## src/rtl/adc_capture_wb.sv

```systemverilog
// rtl/adc_capture_wb.sv - serial ADC frame capture into memory over a Wishbone master (optional test pattern: ADC_CAPTURE_TESTPAT_EN)
module adc_capture_wb #(
    parameter int          NCH      = 4,
    parameter int          ADDR_W   = 11,
    parameter logic [31:0] BASE_ADR = 32'h0
) (
    input  logic              wb_clk_i,
    input  logic              reset_n,
    input  logic              adc_clk,
    input  logic [NCH-1:0]    adc_dat,
    input  logic              enable,
    input  logic              mode,
    input  logic              clr_ovf,
    input  logic              test_en,
    output logic              wb_cyc_o,
    output logic              wb_stb_o,
    output logic              wb_we_o,
    output logic [3:0]        wb_sel_o,
    output logic [31:0]       wb_adr_o,
    output logic [31:0]       wb_dat_o,
    input  logic              wb_ack_i,
    output logic              busy,
    output logic              done,
    output logic              overflow,
    output logic [ADDR_W-1:0] wr_ptr
);

    typedef enum logic [1:0] {S_IDLE, S_WRITE, S_NEXT, S_FULL} state_t;

    state_t            r_state;
    state_t            w_state_nxt;
    logic              r_clk_s1, r_clk_s2, r_clk_s3;
    logic [7:0]        r_dat_s1, r_dat_s2;
    logic              r_en_d;
    logic              r_live;
    logic [4:0]        r_bitcnt;
    logic [31:0]       r_shift [8];
    logic [31:0]       r_hold  [8];
    logic [31:0]       w_shift_nxt [8];
    logic              r_pending;
    logic              r_done;
    logic              r_ovf;
    logic [2:0]        r_chan;
    logic [ADDR_W-1:0] r_wr_ptr;
    logic              w_bit_evt, w_frame, w_accept, w_drop_ovf, w_en_rise, w_busy;
    logic              w_last_chan, w_ptr_max;
    logic [31:0]       w_adr_sum;
    logic [31:0]       w_word;

    assign w_bit_evt   = r_clk_s2 & ~r_clk_s3;
    assign w_en_rise   = enable & ~r_en_d;
    assign w_busy      = (r_state == S_WRITE) || (r_state == S_NEXT);
    assign w_frame     = w_bit_evt & enable & (r_bitcnt == 5'd31);
    // Frames arriving while full in one-shot mode are dropped silently.
    assign w_accept    = w_frame & (r_state == S_IDLE) & ~r_pending & ~r_done;
    assign w_drop_ovf  = w_frame & (w_busy | r_pending);
    assign w_last_chan = (r_chan == 3'(NCH - 1));
    assign w_ptr_max   = (r_wr_ptr == {ADDR_W{1'b1}});
    assign w_adr_sum   = BASE_ADR + 32'({r_wr_ptr, 2'b00});

    // Next shift-register contents: new bit enters at the top, first bit ends at bit 0.
    always_comb begin
        for (int c = 0; c < 8; c++) begin
            w_shift_nxt[c] = {r_dat_s2[c], r_shift[c][31:1]};
        end
    end

    // Burst FSM state register; reset drops the bus cycle immediately.
    always_ff @(posedge wb_clk_i or negedge reset_n) begin
        if (!reset_n) begin
            r_state <= S_IDLE;
        end else begin
            r_state <= w_state_nxt;
        end
    end

    // Burst FSM next-state logic.
    always_comb begin
        w_state_nxt = r_state;
        case (r_state)
            S_IDLE:  if (r_pending) w_state_nxt = S_WRITE;
            S_WRITE: if (wb_ack_i) w_state_nxt = S_NEXT;
            S_NEXT: begin
                if (!mode && w_ptr_max) w_state_nxt = S_FULL;
                else if (w_last_chan)   w_state_nxt = S_IDLE;
                else                    w_state_nxt = S_WRITE;
            end
            S_FULL:  if (w_en_rise) w_state_nxt = S_IDLE;
            default: w_state_nxt = S_IDLE;
        endcase
    end

    // Synchronisers, deserialisers, frame hand-off, pointers and status flags.
    always_ff @(posedge wb_clk_i or negedge reset_n) begin
        if (!reset_n) begin
            r_clk_s1  <= 1'b0;
            r_clk_s2  <= 1'b0;
            r_clk_s3  <= 1'b0;
            r_dat_s1  <= 8'd0;
            r_dat_s2  <= 8'd0;
            r_en_d    <= 1'b0;
            r_live    <= 1'b0;
            r_bitcnt  <= 5'd0;
            r_pending <= 1'b0;
            r_done    <= 1'b0;
            r_ovf     <= 1'b0;
            r_chan    <= 3'd0;
            r_wr_ptr  <= '0;
            for (int c = 0; c < 8; c++) begin
                r_shift[c] <= 32'd0;
                r_hold[c]  <= 32'd0;
            end
        end else begin
            r_clk_s1 <= adc_clk;
            r_clk_s2 <= r_clk_s1;
            r_clk_s3 <= r_clk_s2;
            r_dat_s1 <= 8'(adc_dat);
            r_dat_s2 <= r_dat_s1;
            r_en_d   <= enable;
            r_live   <= 1'b1;

            if (!enable) begin
                r_bitcnt <= 5'd0;
            end else if (w_bit_evt) begin
                r_bitcnt <= r_bitcnt + 5'd1;
                for (int c = 0; c < 8; c++) begin
                    r_shift[c] <= w_shift_nxt[c];
                end
            end

            if (w_accept) begin
                r_pending <= 1'b1;
                for (int c = 0; c < 8; c++) begin
                    r_hold[c] <= w_shift_nxt[c];
                end
            end else if (r_state == S_IDLE && r_pending) begin
                r_pending <= 1'b0;
            end

            if (w_drop_ovf) begin
                r_ovf <= 1'b1;
            end else if (clr_ovf) begin
                r_ovf <= 1'b0;
            end

            if (r_state == S_NEXT) begin
                r_wr_ptr <= r_wr_ptr + ADDR_W'(1);
                r_chan   <= w_last_chan ? 3'd0 : r_chan + 3'd1;
                if (w_state_nxt == S_FULL) begin
                    r_done <= 1'b1;
                    r_chan <= 3'd0;
                end
            end

            if (w_en_rise) begin
                r_wr_ptr <= '0;
                r_done   <= 1'b0;
                r_chan   <= 3'd0;
            end
        end
    end

`ifdef ADC_CAPTURE_TESTPAT_EN
    logic [15:0] r_frm_cnt;
    logic [15:0] r_frm_hold;

    // Accepted-frame counter; each burst carries the number of its own frame.
    always_ff @(posedge wb_clk_i or negedge reset_n) begin
        if (!reset_n) begin
            r_frm_cnt  <= 16'd0;
            r_frm_hold <= 16'd0;
        end else if (w_en_rise) begin
            r_frm_cnt  <= 16'd0;
        end else if (w_accept) begin
            r_frm_hold <= r_frm_cnt;
            r_frm_cnt  <= r_frm_cnt + 16'd1;
        end
    end

    assign w_word = test_en ? {8'hAD, 5'd0, r_chan, r_frm_hold} : r_hold[r_chan];
`else
    logic w_unused_test_en;
    assign w_unused_test_en = test_en;
    assign w_word           = r_hold[r_chan];
`endif

    assign wb_cyc_o = (r_state == S_WRITE);
    assign wb_stb_o = (r_state == S_WRITE);
    assign wb_we_o  = (r_state == S_WRITE);
    assign wb_sel_o = (r_state == S_WRITE) ? 4'hF : 4'h0;
    // r_live keeps address and data at zero while in reset.
    assign wb_adr_o = r_live ? w_adr_sum : 32'd0;
    assign wb_dat_o = r_live ? w_word : 32'd0;
    assign busy     = w_busy;
    assign done     = r_done;
    assign overflow = r_ovf;
    assign wr_ptr   = r_wr_ptr;

endmodule

```

## config.mk

```make
export PLATFORM = sky130hd
export DESIGN_NAME = adc_capture_wb
export DESIGN_NICKNAME = d
export VERILOG_FILES = /design/src/rtl/adc_capture_wb.sv
export SDC_FILE = /design/constraint.sdc
export NUM_CORES = 1
export LEC_CHECK = 0
export BUFFER_PORTS_ARGS = -buffer_cell sky130_fd_sc_hd__buf_2
export CAP_MARGIN = 10
export CORE_MARGIN = 1
export CORE_UTILIZATION = 60
export CTS_CLUSTER_DIAMETER = 40
export CTS_CLUSTER_SIZE = 40
export DETAILED_ROUTE_END_ITERATION = 7
export PLACE_DENSITY = 0.8
export SYNTH_ARGS = -nofsm -noshare
export SYNTH_HDL_FRONTEND = slang
export SYNTH_SLANG_ARGS = --single-unit
```

## constraint.sdc

```tcl
create_clock -name wb_clk_i -period 5.1 [get_ports wb_clk_i]
set_clock_uncertainty 0.05 [all_clocks]
set_input_delay 1.02 -clock wb_clk_i [delete_from_list [all_inputs] [get_ports wb_clk_i]]
set_output_delay 1.02 -clock wb_clk_i [all_outputs]
set_load 0.03 [all_outputs]
```

==> impl_metrics.py, run 1 <==
metrics = {
    "synthesis": {
        "yosysWarnings": 0,
        "synth_cell_types": 42,
        "seq_area_frac_synth": 0.571,
        "synthMuxAreaShare": 0.313,
        "synth_fa_ha_area_frac": 0.00890,
        "synth_compound_area_frac": 0.0132,
        "synthesis.area_sq_um": 12700,
        "synth-simple-area-share": 0.0414,
        "ys_ff_latch": 289,
        "ys.flop_type": "dfrtp_1",
        "async_reset_ff_frac": 1.00,
        "syn-instance-count": 794,
        "postSynthAreaPerCell_sq_um": 15.9,
        "synth_edf_count": 0,
        "synth_top_family_by_area": "multiplexers",
        "synth_xor_area_frac": 0.00761,
    },
    "global_routing": {
        "grt_pass1_vias": 7186,
        "grt_overflow_total": 0,
        "grt_max_degree": 186,
        "antenna_found_initial": 0,
        "grt_pass1_wl_um": 38100,
        "grt_use_total": 0.221,
    },
    "timing": {
        "max_freq_ghz": 0.263,
        "fin_tns_setup_ps": 0,
        "rsz0062_at_grt": "no",
        "slew_violations": 0,
        "fin_crit_sh": 0.746,
        "hold_ws_ps": 302,
        "slew_headroom": 0.251,
        "hold_violations": 0,
        "worst_pin_slew_ps": 1120,
        "setup_viol_count_final": 0,
        "period_minus_slack_ps": 3810,
    },
    "clock_network": {
        "holdBufCountCts": 0,
        "htreeDepth": 2,
        "clk_latency_ps": 500,
        "clkTransAtPathRegs_ps": 60,
        "clk_path_buf_depth": 3,
        "cts-resized-gates": 0,
        "cts_setup_buffers": 0,
        "cts_tree": "built",
        "cts.sinks": 289,
        "numCtsBuffers": 36,
        "cts-root-buf": "clkbuf_16",
    },
    "power": {
        "p_leak_nw": 7.61,
        "ir_drop_mv": 0.247,
        "total_power_w": 0.00599,
        "power.switching_w": 0.00158,
        "pwr-share-comb": 0.120,
        "power_density_nw_per_um2": 418,
        "swShare": 0.263,
        "seqPwrFrac": 0.440,
        "p_int_w": 0.00441,
        "power_frac_clock": 0.439,
    },
    "critical_path": {
        "critPathBufInv": 2,
        "path_cells": "buf_4 > mux4_2 > and3_1 > buf_2",
        "crit_slowest_cell": "dfrtp_2",
        "cp_max_fo": 19,
        "cpPeakStageDelay_ps": 790,
        "required_ps": 4030,
        "end_kind": "primary output",
        "reg2regPathDepth": 5,
        "start_kind": "flip-flop",
        "critical_path_depth": 4,
        "rrSetupSlack_ps": 1930,
        "crit_arrival_ps": 2740,
        "path_delay_family": "flip-flops",
        "crit_type": "flip-flop to primary output",
    },
    "cells_and_area": {
        "area.sequential_sq_um": 7230,
        "area_growth_syn_to_layout_pct": 13.3,
        "mostFrequentLayoutCells": "288 x dfrtp_1, 152 x mux2_2, 100 x mux2_4, 73 x buf_2, 37 x clkbuf_16",
        "multi_input_area_sq_um": 4950,
        "stdcell_count": 1160,
        "num_antenna_cells": 0,
        "final_common_cell": "dfrtp_1",
        "finalNetCount": 886,
        "drive_gt1_frac": 0.491,
        "fillCellCount": 1261,
    },
    "floorplanning": {
        "initial_core_util": 0.620,
        "dieArea_sq_um": 21700,
        "core_sq_um": 20400,
        "rows": 52,
        "die_h_um": 147,
        "die_w_um": 147,
        "ioPinCount": 97,
    },
    "placement": {
        "dp_cells": 1097,
        "dp_hpwl_um": 13600,
        "place_congestion": 0.810,
        "io_buffers": 74,
    },
    "detailed_routing": {
        "wl_per_cell_um": 19.6,
        "wirelength_um": 22700,
        "vias": 6606,
        "postRouteAntennaNets": 0,
        "first_pass_iters": 4,
        "drt_iter0_drc": 280,
        "post_drt_via_cell_ratio": 5.69,
        "post-route-drc-count": 0,
    },
    "worst_hold_path": {
        "hp-class": "flip-flop to flip-flop",
        "hold_depth": 0,
    },
    "job": {
        "max_cap_violations": 0,
    },
    "outcome": {
        "status": "finished clean",
    },
}
[metrics by stage]
stage	utilization	worst slack [ps]	instance area [sq um]
floorplan	-	2400	12700
global route	0.702	1120	14300
finish	0.702	1290	14300
CTS	0.702	1260	14300
global placement	0.640	1710	13100
detailed placement	0.640	1660	13100
[area by class of cell]
class / count / area share
clock buffers: 43 / 0.0696
clock inverters: 20 / 0.0183
inverters: 13 / 0.00340
multi-input cells: 440 / 0.346
flip-flops and latches: 289 / 0.505
well taps: 270 / 0.0236
repair buffers: 85 / 0.0349
[cell usage after synthesis, types with 2 or more instances]
cell type / instances / share of area
xor2_1: 5 / 0.0035
dfrtp_1: 289 / 0.57
mux2_4: 100 / 0.12
nand4_1: 2 / 0.00099
mux2_2: 152 / 0.14
and3_1: 35 / 0.017
or3_1: 2 / 0.00099
inv_1: 13 / 0.0039
xnor2_1: 6 / 0.0042
and2_1: 15 / 0.0074
nor2b_1: 4 / 0.0020
clkbuf_1: 12 / 0.0036
nor2_1: 11 / 0.0033
a211oi_1: 3 / 0.0018
buf_6: 14 / 0.012
conb_1: 2 / 0.00059
o21ai_0: 7 / 0.0028
nand3b_1: 2 / 0.0012
mux2i_1: 3 / 0.0024
nand2_1: 8 / 0.0024
a21oi_1: 4 / 0.0016
mux4_2: 32 / 0.057
ha_1: 9 / 0.0089
nand3_1: 2 / 0.00079
buf_4: 29 / 0.017
buf_2: 17 / 0.0067
[logic make-up after synthesis]
family          Yosys count
fa+ha+maj                 9
simple gates             87
mux                     287
flops                   289
other cells               2
xor+xnor                 11
compound gates           24
buf+inv                  85
[power by group through the flow]
| stage | clock network [W] | logic (W) | registers [W] |
|---|---|---|---|
| 3_5_place_dp | 0 | 0.000719 | 0.00268 |
| 6_report | 0.00263 | 0.000720 | 0.00264 |
| 2_1_floorplan | 0 | 0.000622 | 0.00258 |
| 4_1_cts | 0.00268 | 0.000726 | 0.00264 |
| 5_1_grt | 0.00277 | 0.000778 | 0.00266 |
| 3_3_place_gp | 0 | 0.000696 | 0.00266 |
[metal layers]
layer	global-route usage	vias to the layer above	wire length (um)
li1	-	2929	-
met1	0.308	3504	10300
met2	0.368	144	11200
met3	0.0363	29	812
met4	0.0546	0	342
met5	0	-	0
[flip-flops by register name, indices dropped and copies added, names as in the netlist]
signal,flops
r_pending,1
r_clk_s2,1
r_dat_s1,4
r_bitcnt,5
r_shift,124
r_chan,3
r_live,1
r_dat_s2,4
wr_ptr,11
r_en_d,1
r_state,2
done,1
r_clk_s1,1
r_hold,128
r_clk_s3,1
overflow,1
[path summary, 6_finish.rpt]
kind,start,end
worst max register to register,r_clk_s2,r_hold[173]
worst min-delay path,r_dat_s1[1],r_dat_s2[1]
worst max-delay path,r_chan[0],wb_dat_o[3]
min in group asynchronous,reset_n,r_shift[169]
worst min register to register,r_dat_s1[1],r_dat_s2[1]
max in group asynchronous,reset_n,r_hold[223]
(Power assumes the default switching activity.)
==> inputs of run 2 (changes only) <==
clock period = 3.6 ns   (was 5.1 ns; I/O delays follow)
==> impl_metrics.py, run 2 (synthesized netlist as in run 1, its figures left out) <==
metrics = {
    "timing": {
        "max_freq_ghz": 0.335,
        "fin_tns_setup_ps": 0,
        "fin_crit_sh": 0.830,
        "setup_viol_count_final": 0,
        "worst_pin_slew_ps": 852,
        "hold_violations": 0,
        "timing.final.ws_setup_ps": 611,
        "slew_violations": 0,
        "slew_headroom": 0.432,
        "rsz0062_at_grt": "no",
        "period_minus_slack_ps": 2990,
    },
    "critical_path": {
        "required_ps": 2830,
        "cpPeakStageDelay_ps": 600,
        "crit_slowest_cell": "mux4_2",
        "crit_arrival_ps": 2220,
        "cp_max_fo": 17,
        "crit_type": "flip-flop to primary output",
        "start_kind": "flip-flop",
        "end_kind": "primary output",
        "path_cells": "buf_4 > mux4_2 > and3_1 > buf_2",
    },
    "global_routing": {
        "grt_overflow_total": 0,
        "grt_pass1_wl_um": 38500,
        "grt_use_total": 0.225,
        "grt_pass1_vias": 7216,
        "grt_max_degree": 110,
        "antenna_found_initial": 0,
    },
    "cells_and_area": {
        "multi_input_area_sq_um": 4950,
        "stdcell_area_sq_um": 14400,
        "area_growth_syn_to_layout_pct": 13.7,
        "final_common_cell": "dfrtp_1",
        "fillCellCount": 1297,
        "largest_register_ffs": 128,
        "num_antenna_cells": 0,
        "drive_gt1_frac": 0.494,
        "stdcell_count": 1170,
        "finalNetCount": 893,
        "mostFrequentLayoutCells": "288 x dfrtp_1, 152 x mux2_2, 100 x mux2_4, 73 x buf_2, 38 x clkbuf_16",
        "area.sequential_sq_um": 7230,
        "regMostFlops": "r_hold",
    },
    "detailed_routing": {
        "post_drt_via_cell_ratio": 5.67,
        "postRouteAntennaNets": 0,
        "met2_length_um": 11600,
        "wirelength_um": 23000,
        "wl_per_cell_um": 19.7,
        "met3_length_um": 874,
        "drt_iter0_drc": 287,
        "post-route-drc-count": 0,
        "vias": 6631,
        "first_pass_iters": 4,
        "drt-met1-wl_um": 10100,
        "highest_layer": "met4",
    },
    "clock_network": {
        "clk_path_buf_depth": 3,
        "htreeDepth": 2,
        "cts.sinks": 289,
        "cts_tree": "built",
        "numCtsBuffers": 36,
        "cts_setup_buffers": 0,
        "clkTransAtPathRegs_ps": 60,
        "clk_latency_ps": 510,
        "holdBufCountCts": 0,
        "cts-root-buf": "clkbuf_16",
        "cts-resized-gates": 0,
    },
    "placement": {
        "io_buffers": 74,
        "placedInstanceArea_sq_um": 13200,
        "dp_cells": 1104,
        "dp_slack_ps": 1090,
        "place_congestion": 0.779,
        "dp_hpwl_um": 14000,
    },
    "power": {
        "total_power_w": 0.00844,
        "seqPwrFrac": 0.434,
        "ir_drop_mv": 0.390,
        "pwr-share-comb": 0.135,
        "power.switching_w": 0.00235,
        "p_leak_nw": 7.64,
        "power_density_nw_per_um2": 586,
        "power_frac_clock": 0.431,
        "p_int_w": 0.00608,
        "swShare": 0.279,
    },
    "floorplanning": {
        "ioPinCount": 97,
        "die_h_um": 147,
        "core_sq_um": 20400,
        "die_w_um": 147,
        "initial_core_util": 0.620,
        "dieArea_sq_um": 21700,
        "rows": 52,
    },
    "worst_hold_path": {
        "hp-class": "primary input to asynchronous set/reset pin",
    },
    "outcome": {
        "status": "finished clean",
    },
    "job": {
        "max_cap_violations": 0,
    },
}
run 2: cell count changes in the layout (fill, tap and decap cells not counted), moves of 3 or more:
cell,previous run,this run
clkinv_2,5,2
clkbuf_8,5,2
bufinv_16,5,2
clkinv_4,1,4
buf_4,8,13
run 2: per-layer routing:
layer | global-route usage | up-vias
met1 | 0.307 | 3486
met3 | 0.0360 | 34
met5 | 0 | -
met2 | 0.373 | 160
li1 | - | 2951
met4 | 0.0711 | 0
run 2: final cells by class:
type | instances | share of cell area
sequential | 289 | 0.502
timing repair buffer | 92 | 0.0402
multi-input combinational | 440 | 0.344
inverter | 13 | 0.00339
clock buffer | 43 | 0.0688
tap | 270 | 0.0235
clock inverter | 23 | 0.0176
run 2: worst paths after layout:
| path | depth (start not counted) | endpoint | startpoint | slack (ps) |
|---|---|---|---|---|
| setup / recovery | 4 | wb_dat_o[2] | r_chan[0] | 610 |
| hold / removal | 1 | r_shift[137] | reset_n | 190 |
| setup reg to reg | 6 | r_chan[1] | r_state[0] | 1060 |
| hold reg to reg | 0 | r_clk_s2 | r_clk_s1 | 300 |
| max in group asynchronous | 2 | r_dat_s2[0] | reset_n | 2390 |
| min in group wb_clk_i | 1 | r_dat_s1[3] | adc_dat[3] | 260 |
run 2: metrics by stage:
stage                      util  hold slack [ps]
after CTS                 0.705              247
after floorplan               -              281
after global placement    0.644              284
after detailed placement  0.644              290
final                     0.705              188
after global routing      0.705              249
run 2: worst max-delay path: cells and delay by family (launching register included):
| kind | cells | cell delay [ps] |
|---|---|---|
| buffers and inverters | 2 | 530 |
| muxes | 1 | 600 |
| and+or+nand+nor | 1 | 210 |
| DFF | 1 | 370 |
run 2: power by group through the flow:
| stage | Sequential, W | Combinational, W | Clock, W |
|---|---|---|---|
| 2_1_floorplan | 0.00366 | 0.000881 | 0 |
| 3_3_place_gp | 0.00369 | 0.00109 | 0 |
| 3_5_place_dp | 0.00371 | 0.00113 | 0 |
| 4_1_cts | 0.00366 | 0.00115 | 0.00371 |
| 5_1_grt | 0.00369 | 0.00123 | 0.00383 |
| 6_report | 0.00366 | 0.00114 | 0.00364 |
